$ cat config.mk
export PLATFORM = sky130hd
export DESIGN_NAME = mem_access_stage
export DESIGN_NICKNAME = d
export VERILOG_FILES = /design/src/rtl/mem_access_stage.sv
export SDC_FILE = /design/constraint.sdc
export NUM_CORES = 1
export LEC_CHECK = 0
export CORE_MARGIN = 5
export CORE_UTILIZATION = 45
export DETAILED_ROUTE_END_ITERATION = 6
export PLACE_DENSITY = 0.93
export SLEW_MARGIN = 20
export SYNTH_ARGS = -nofsm -noshare
export SYNTH_HDL_FRONTEND = slang
export SYNTH_SLANG_ARGS = --single-unit
$ cat constraint.sdc
create_clock -name clock -period 2.8 [get_ports clock]
set_input_delay 0.42 -clock clock [delete_from_list [all_inputs] [get_ports clock]]
set_output_delay 0.42 -clock clock [all_outputs]
set_load 0.02 [all_outputs]
$ cat src/rtl/mem_access_stage.sv
// ============================================================================
// mem_access_stage : MEM-stage load/store sequencer with a data-memory req/ack
//                    handshake, byte-lane steering and load-data extension.
// Optional feature : MEM_TIMEOUT_EN enables the ACCESS-cycle timeout abort.
// Revision         : 1.0
// ============================================================================
`default_nettype none

module mem_access_stage #(
  parameter int TIMEOUT = 255
) (
  input  logic        clock,
  input  logic        reset,
  input  logic        M_MemRead,
  input  logic        M_MemWrite,
  input  logic [1:0]  M_Size,
  input  logic        M_Unsigned,
  input  logic [31:0] M_Addr,
  input  logic [31:0] M_StoreData,
  output logic        dmem_req,
  output logic        dmem_we,
  output logic [31:0] dmem_addr,
  output logic [3:0]  dmem_be,
  output logic [31:0] dmem_wdata,
  input  logic        dmem_ack,
  input  logic [31:0] dmem_rdata,
  output logic [31:0] M_MemData,
  output logic        mem_stall,
  output logic        M_AddrErr,
  output logic        M_BusErr
);

  localparam logic [1:0] IDLE   = 2'd0;
  localparam logic [1:0] ACCESS = 2'd1;
  localparam logic [1:0] DONE   = 2'd2;

  logic [1:0]  state;
  logic        mem_op;
  logic        misaligned;
  logic        start;
  logic [3:0]  be_next;
  logic [31:0] wdata_next;
  logic [1:0]  lane_q;
  logic [1:0]  size_q;
  logic        unsigned_q;
  logic [7:0]  byte_sel;
  logic [15:0] half_sel;
  logic [31:0] load_data;
  logic        timeout_hit;

  assign mem_op     = M_MemWrite | M_MemRead;
  assign misaligned = ((M_Size == 2'b01) && M_Addr[0]) ||
                      (M_Size[1] && (M_Addr[1:0] != 2'b00));
  assign start      = (state == IDLE) && mem_op && !misaligned;

  assign M_AddrErr  = !reset && (state == IDLE) && mem_op && misaligned;
  assign mem_stall  = !reset && (start || (state == ACCESS));

  always_comb begin
    be_next    = 4'b1111;
    wdata_next = M_StoreData;
    case (M_Size)
      2'b00: begin
        be_next    = 4'b0001 << M_Addr[1:0];
        wdata_next = {4{M_StoreData[7:0]}};
      end
      2'b01: begin
        be_next    = M_Addr[1] ? 4'b1100 : 4'b0011;
        wdata_next = {2{M_StoreData[15:0]}};
      end
      default: ;
    endcase
  end

  // Load lanes come from the address latched at IDLE exit, not the live bus.
  always_comb begin
    byte_sel  = dmem_rdata[7:0];
    half_sel  = lane_q[1] ? dmem_rdata[31:16] : dmem_rdata[15:0];
    load_data = dmem_rdata;
    case (lane_q)
      2'd1:    byte_sel = dmem_rdata[15:8];
      2'd2:    byte_sel = dmem_rdata[23:16];
      2'd3:    byte_sel = dmem_rdata[31:24];
      default: ;
    endcase
    case (size_q)
      2'b00:   load_data = {{24{!unsigned_q && byte_sel[7]}}, byte_sel};
      2'b01:   load_data = {{16{!unsigned_q && half_sel[15]}}, half_sel};
      default: ;
    endcase
  end

`ifdef MEM_TIMEOUT_EN
  localparam int CNT_W = $clog2(TIMEOUT + 1);

  logic [CNT_W-1:0] wait_cnt;
  logic             bus_err_q;

  // Counter value k marks the (k+1)-th ACCESS cycle; abort at the end of cycle TIMEOUT.
  assign timeout_hit = (state == ACCESS) && !dmem_ack &&
                       (wait_cnt == CNT_W'(TIMEOUT - 1));
  assign M_BusErr    = bus_err_q && !reset;

  always_ff @(posedge clock) begin
    if (reset) begin
      wait_cnt  <= '0;
      bus_err_q <= 1'b0;
    end else begin
      bus_err_q <= timeout_hit;
      if (start)
        wait_cnt <= '0;
      else if ((state == ACCESS) && !dmem_ack)
        wait_cnt <= wait_cnt + 1'b1;
    end
  end
`else
  logic [31:0] unused_timeout;

  assign unused_timeout = TIMEOUT;
  assign timeout_hit    = 1'b0;
  assign M_BusErr       = 1'b0;
`endif

  always_ff @(posedge clock) begin
    if (reset) begin
      state      <= IDLE;
      dmem_req   <= 1'b0;
      dmem_we    <= 1'b0;
      dmem_addr  <= '0;
      dmem_be    <= '0;
      dmem_wdata <= '0;
      M_MemData  <= '0;
      lane_q     <= '0;
      size_q     <= '0;
      unsigned_q <= 1'b0;
    end else begin
      case (state)
        IDLE: begin
          if (start) begin
            state      <= ACCESS;
            dmem_req   <= 1'b1;
            dmem_we    <= M_MemWrite;
            dmem_addr  <= {M_Addr[31:2], 2'b00};
            dmem_be    <= be_next;
            dmem_wdata <= wdata_next;
            lane_q     <= M_Addr[1:0];
            size_q     <= M_Size;
            unsigned_q <= M_Unsigned;
          end
        end
        ACCESS: begin
          if (dmem_ack) begin
            state    <= DONE;
            dmem_req <= 1'b0;
            dmem_be  <= '0;
            if (!dmem_we)
              M_MemData <= load_data;
          end else if (timeout_hit) begin
            state    <= DONE;
            dmem_req <= 1'b0;
            if (!dmem_we)
              M_MemData <= 32'hDEADBEEF;
          end
        end
        DONE:    state <= IDLE;
        default: state <= IDLE;
      endcase
    end
  end

endmodule

`default_nettype wire

==> summary.md <==
| Metric | Value |
|---|---|
| Placement Setup Slack | 0.2166 ns |
| Register area share after synthesis | 46.23% |
| Die width | 111.5 µm |
| Slew HR | 52.65% |
| CTS root buf | clkbuf_8 |
| Fmax achieved | 386.0 MHz |
| Fin crit share | 92.53% |
| PostCTS Resize Cnt | 0 |
| WP data arrival | 2.17 ns |
| Worst skew pair latency | around 0.36 ns |
| Clock skew | 0.009507 ns |
| Reg clk slew, reported paths | 0.10 ns |
| Core ar. | between 10000 and 15000 µm² |
| Netlist cell types | 47 |
| Worst endpoint required time | 2.38 ns |
| Met3 Usage GRT | 8.804% |
| Nets | 840 |
| Final-layout fill cell count | 813 |
| CTS sink cnt | 107 |
| Max Root-Sink Buffers | 2 |
| Final WS setup | between 0.2 and 0.25 ns |
| CTS tree | yes |
| Max-slew violations | 0 |
| Placer Congestion | between 0.8 and 0.9 |
| Initial Utilization | between 40% and 50% |
| Vias post-DR | 4816 |
| Hold_ws | 0.4085 ns |
| Busiest grt layer | met2 |
| RSZ-0062 raised after global routing | no |
| Via density | around 5.5 |
| Worst-path maximum fanout | 4 |
| IO Port Bufs | 205 |
| Row count | 37 |
| Syn Area/Cell | approximately 8.4 µm² |
| Global Route Usage Sum | 23.92% |
| VDD IR max | 0.3415 mV |
| Drt wl/cell | 17.37 µm |
| Cts hold-fix bufs | 0 |
| Final HPWL DP | 11510 µm |
| TritonCTS Buffers | 9 |
| Ys async rst share | 0% |
| Post-CTS Setup Inserts | 0 |
| Vias in the first global route | 4918 |
| Setup TNS | 0 ns |
| Met1 Usage GRT | 26.39% |
| Cell Area, Placed | 6787 µm² |
| Top FF cell, synth | dfxtp_1 |
| DR pass1 iterations | 5 |
| Finish-stage setup viols | 0 |
| Most common cell after layout, fill and taps aside | clkdlybuf4s50_1 |
| Number of synthesized flops with an enable pin | 0 |
| Mapped Cells | about 550 |
| Hold path depth | 2 |
| Chip Height | 111.5 µm |
| Initial antenna violation count | 0 |
| Fin crit period | 2.591 ns |
| DRT Wirelength | between 15000 and 20000 µm |
| Maxcap violations | 0 |
| Synth warn | 0 |
| WS Path Type | in -> out |
| Lkg Pwr | around 2.5 nW |
| Ports | around 210 |
| Critical Path End Type | primary output |
| Fin. Hold Viols | 0 |
| Finished Cell Area | 7005 µm² |
| Die Footprint | ~12000 µm² |
| Largest net degree at the start of global routing | just under 70 |
| Drt initial violations | 266 |
| Met2 Use GR | between 40% and 50% |
| # diodes | 0 |
| DRC | 0 |
| Startpoint types | input pin |
| H-tree depth | 3 |
| Netlist Area Pre-Place | 4633 µm² |
| Commonest non-fill, non-tap cells in the layout | clkdlybuf4s50_1, nand2_1, dfxtp_1, a21oi_1, nor2_1 |
| Synth-to-layout area growth | 51.20% |
| Synthesized flop and latch total | 107 |
| Congestion Overflow GR | 0 |
| R2R depth | 6 |
| PD cells | 539.6 nW/µm² |
| Share of layout cells above drive strength 1 | 6.748% |
| DRT antenna net count | 0 |
| First-pass GRT wire length | 24370 µm |
| Slew at the pin with the worst max-slew slack | 0.7102 ns |
| Outcome | finished, final reports clean |
| Hold Path Class | in -> reg |
==> critical path: stages <==
cell and delay (ns):
clkdlybuf4s50_1 0.48, a21oi_2 0.33, o221ai_4 0.15, a21oi_1 0.15
clkdlybuf4s50_1 0.64
==> cell type report <==
class                   count  area (µm²)  area share, %
clock buffers              12       145.1          2.072
clock inverters             4       73.82          1.054
inverters                   5       18.77         0.2679
multi-input cells         392        2273          32.45
flip-flops and latches    107        2142          30.58
well taps                 136       170.2          2.429
repair buffers            221        2182          31.15
==> synthesized netlist by cell type, types with 2 or more instances <==
cell type  count  area [µm²]
nand2_1      126       473.0
dfxtp_1      107        2142
a21oi_1       59       295.3
nor2_1        50       187.7
a211oi_1      44       330.3
mux2i_1       29       290.3
clkbuf_1      23       86.33
buf_2         12       60.06
a22o_1         8       70.07
o211ai_1       8       60.06
a22oi_1        7       52.55
buf_1          6       22.52
nand2b_1       6       37.54
buf_4          5       37.54
mux2_2         5       56.30
o21ai_0        5       25.02
inv_1          4       15.01
a211oi_2       3       37.54
a222oi_1       3       30.03
nor3_1         3       15.01
o221ai_1       3       26.28
o22ai_1        3       18.77
or2_2          3       18.77
a311oi_1       2       17.52
and2_1         2       12.51
nor4_1         2       12.51
==> per-stage QoR <==
step                      util [%]  total power [mW]  cells
final                        68.78             3.781    877
after detailed placement     66.63             2.763    861
after CTS                    68.78             3.794    877
after global routing         68.78             3.955    877
after global placement       66.63             2.729    861
after floorplan                  -             2.259    551
==> worst paths after layout <==
path	start	end	slack, ns
setup reg to reg	lane_q[1]	M_MemData[17]	0.85
hold reg to reg	dmem_addr[12]	dmem_addr[12]	0.46
hold / removal	reset	state[1]	0.41
setup / recovery	M_Size[0]	mem_stall	0.21
==> kinds of logic after synthesis <==
| group | count (synthesis) | share of synthesized area, % |
|---|---|---|
| AO/OA/AOI/OAI | 156 | 23.33 |
| flip-flops | 107 | 46.23 |
| other | 1 | 0.08094 |
| AND/OR/NAND/NOR | 198 | 17.58 |
| buffers and inverters | 52 | 5.104 |
| multiplexers | 34 | 7.480 |
| XOR/XNOR | 1 | 0.1891 |
==> state kept, by name, indices dropped and copies added, names as in the netlist <==
| register | count |
|---|---|
| state | 2 |
| dmem_req | 1 |
| dmem_be | 4 |
| size_q | 2 |
| lane_q | 2 |
| M_MemData | 32 |
| dmem_wdata | 32 |
| dmem_addr | 30 |
| unsigned_q | 1 |
| dmem_we | 1 |
==> where the power goes <==
part / total, mW / internal (mW) / switching, mW
clock network: 1.05 / 0.530 / 0.516
registers: 1.71 / 1.64 / 0.0724
logic: 1.02 / 0.491 / 0.531
total: 3.78 / 2.66 / 1.12
==> layer usage <==
metal  vias to the layer above  routed length (µm)
met2                       254                7377
met3                        39                1440
met4                         0                 458
met5                         -                   0
li1                       2301                   -
met1                      2222                5958
Power figures use the tool's default switching activity.
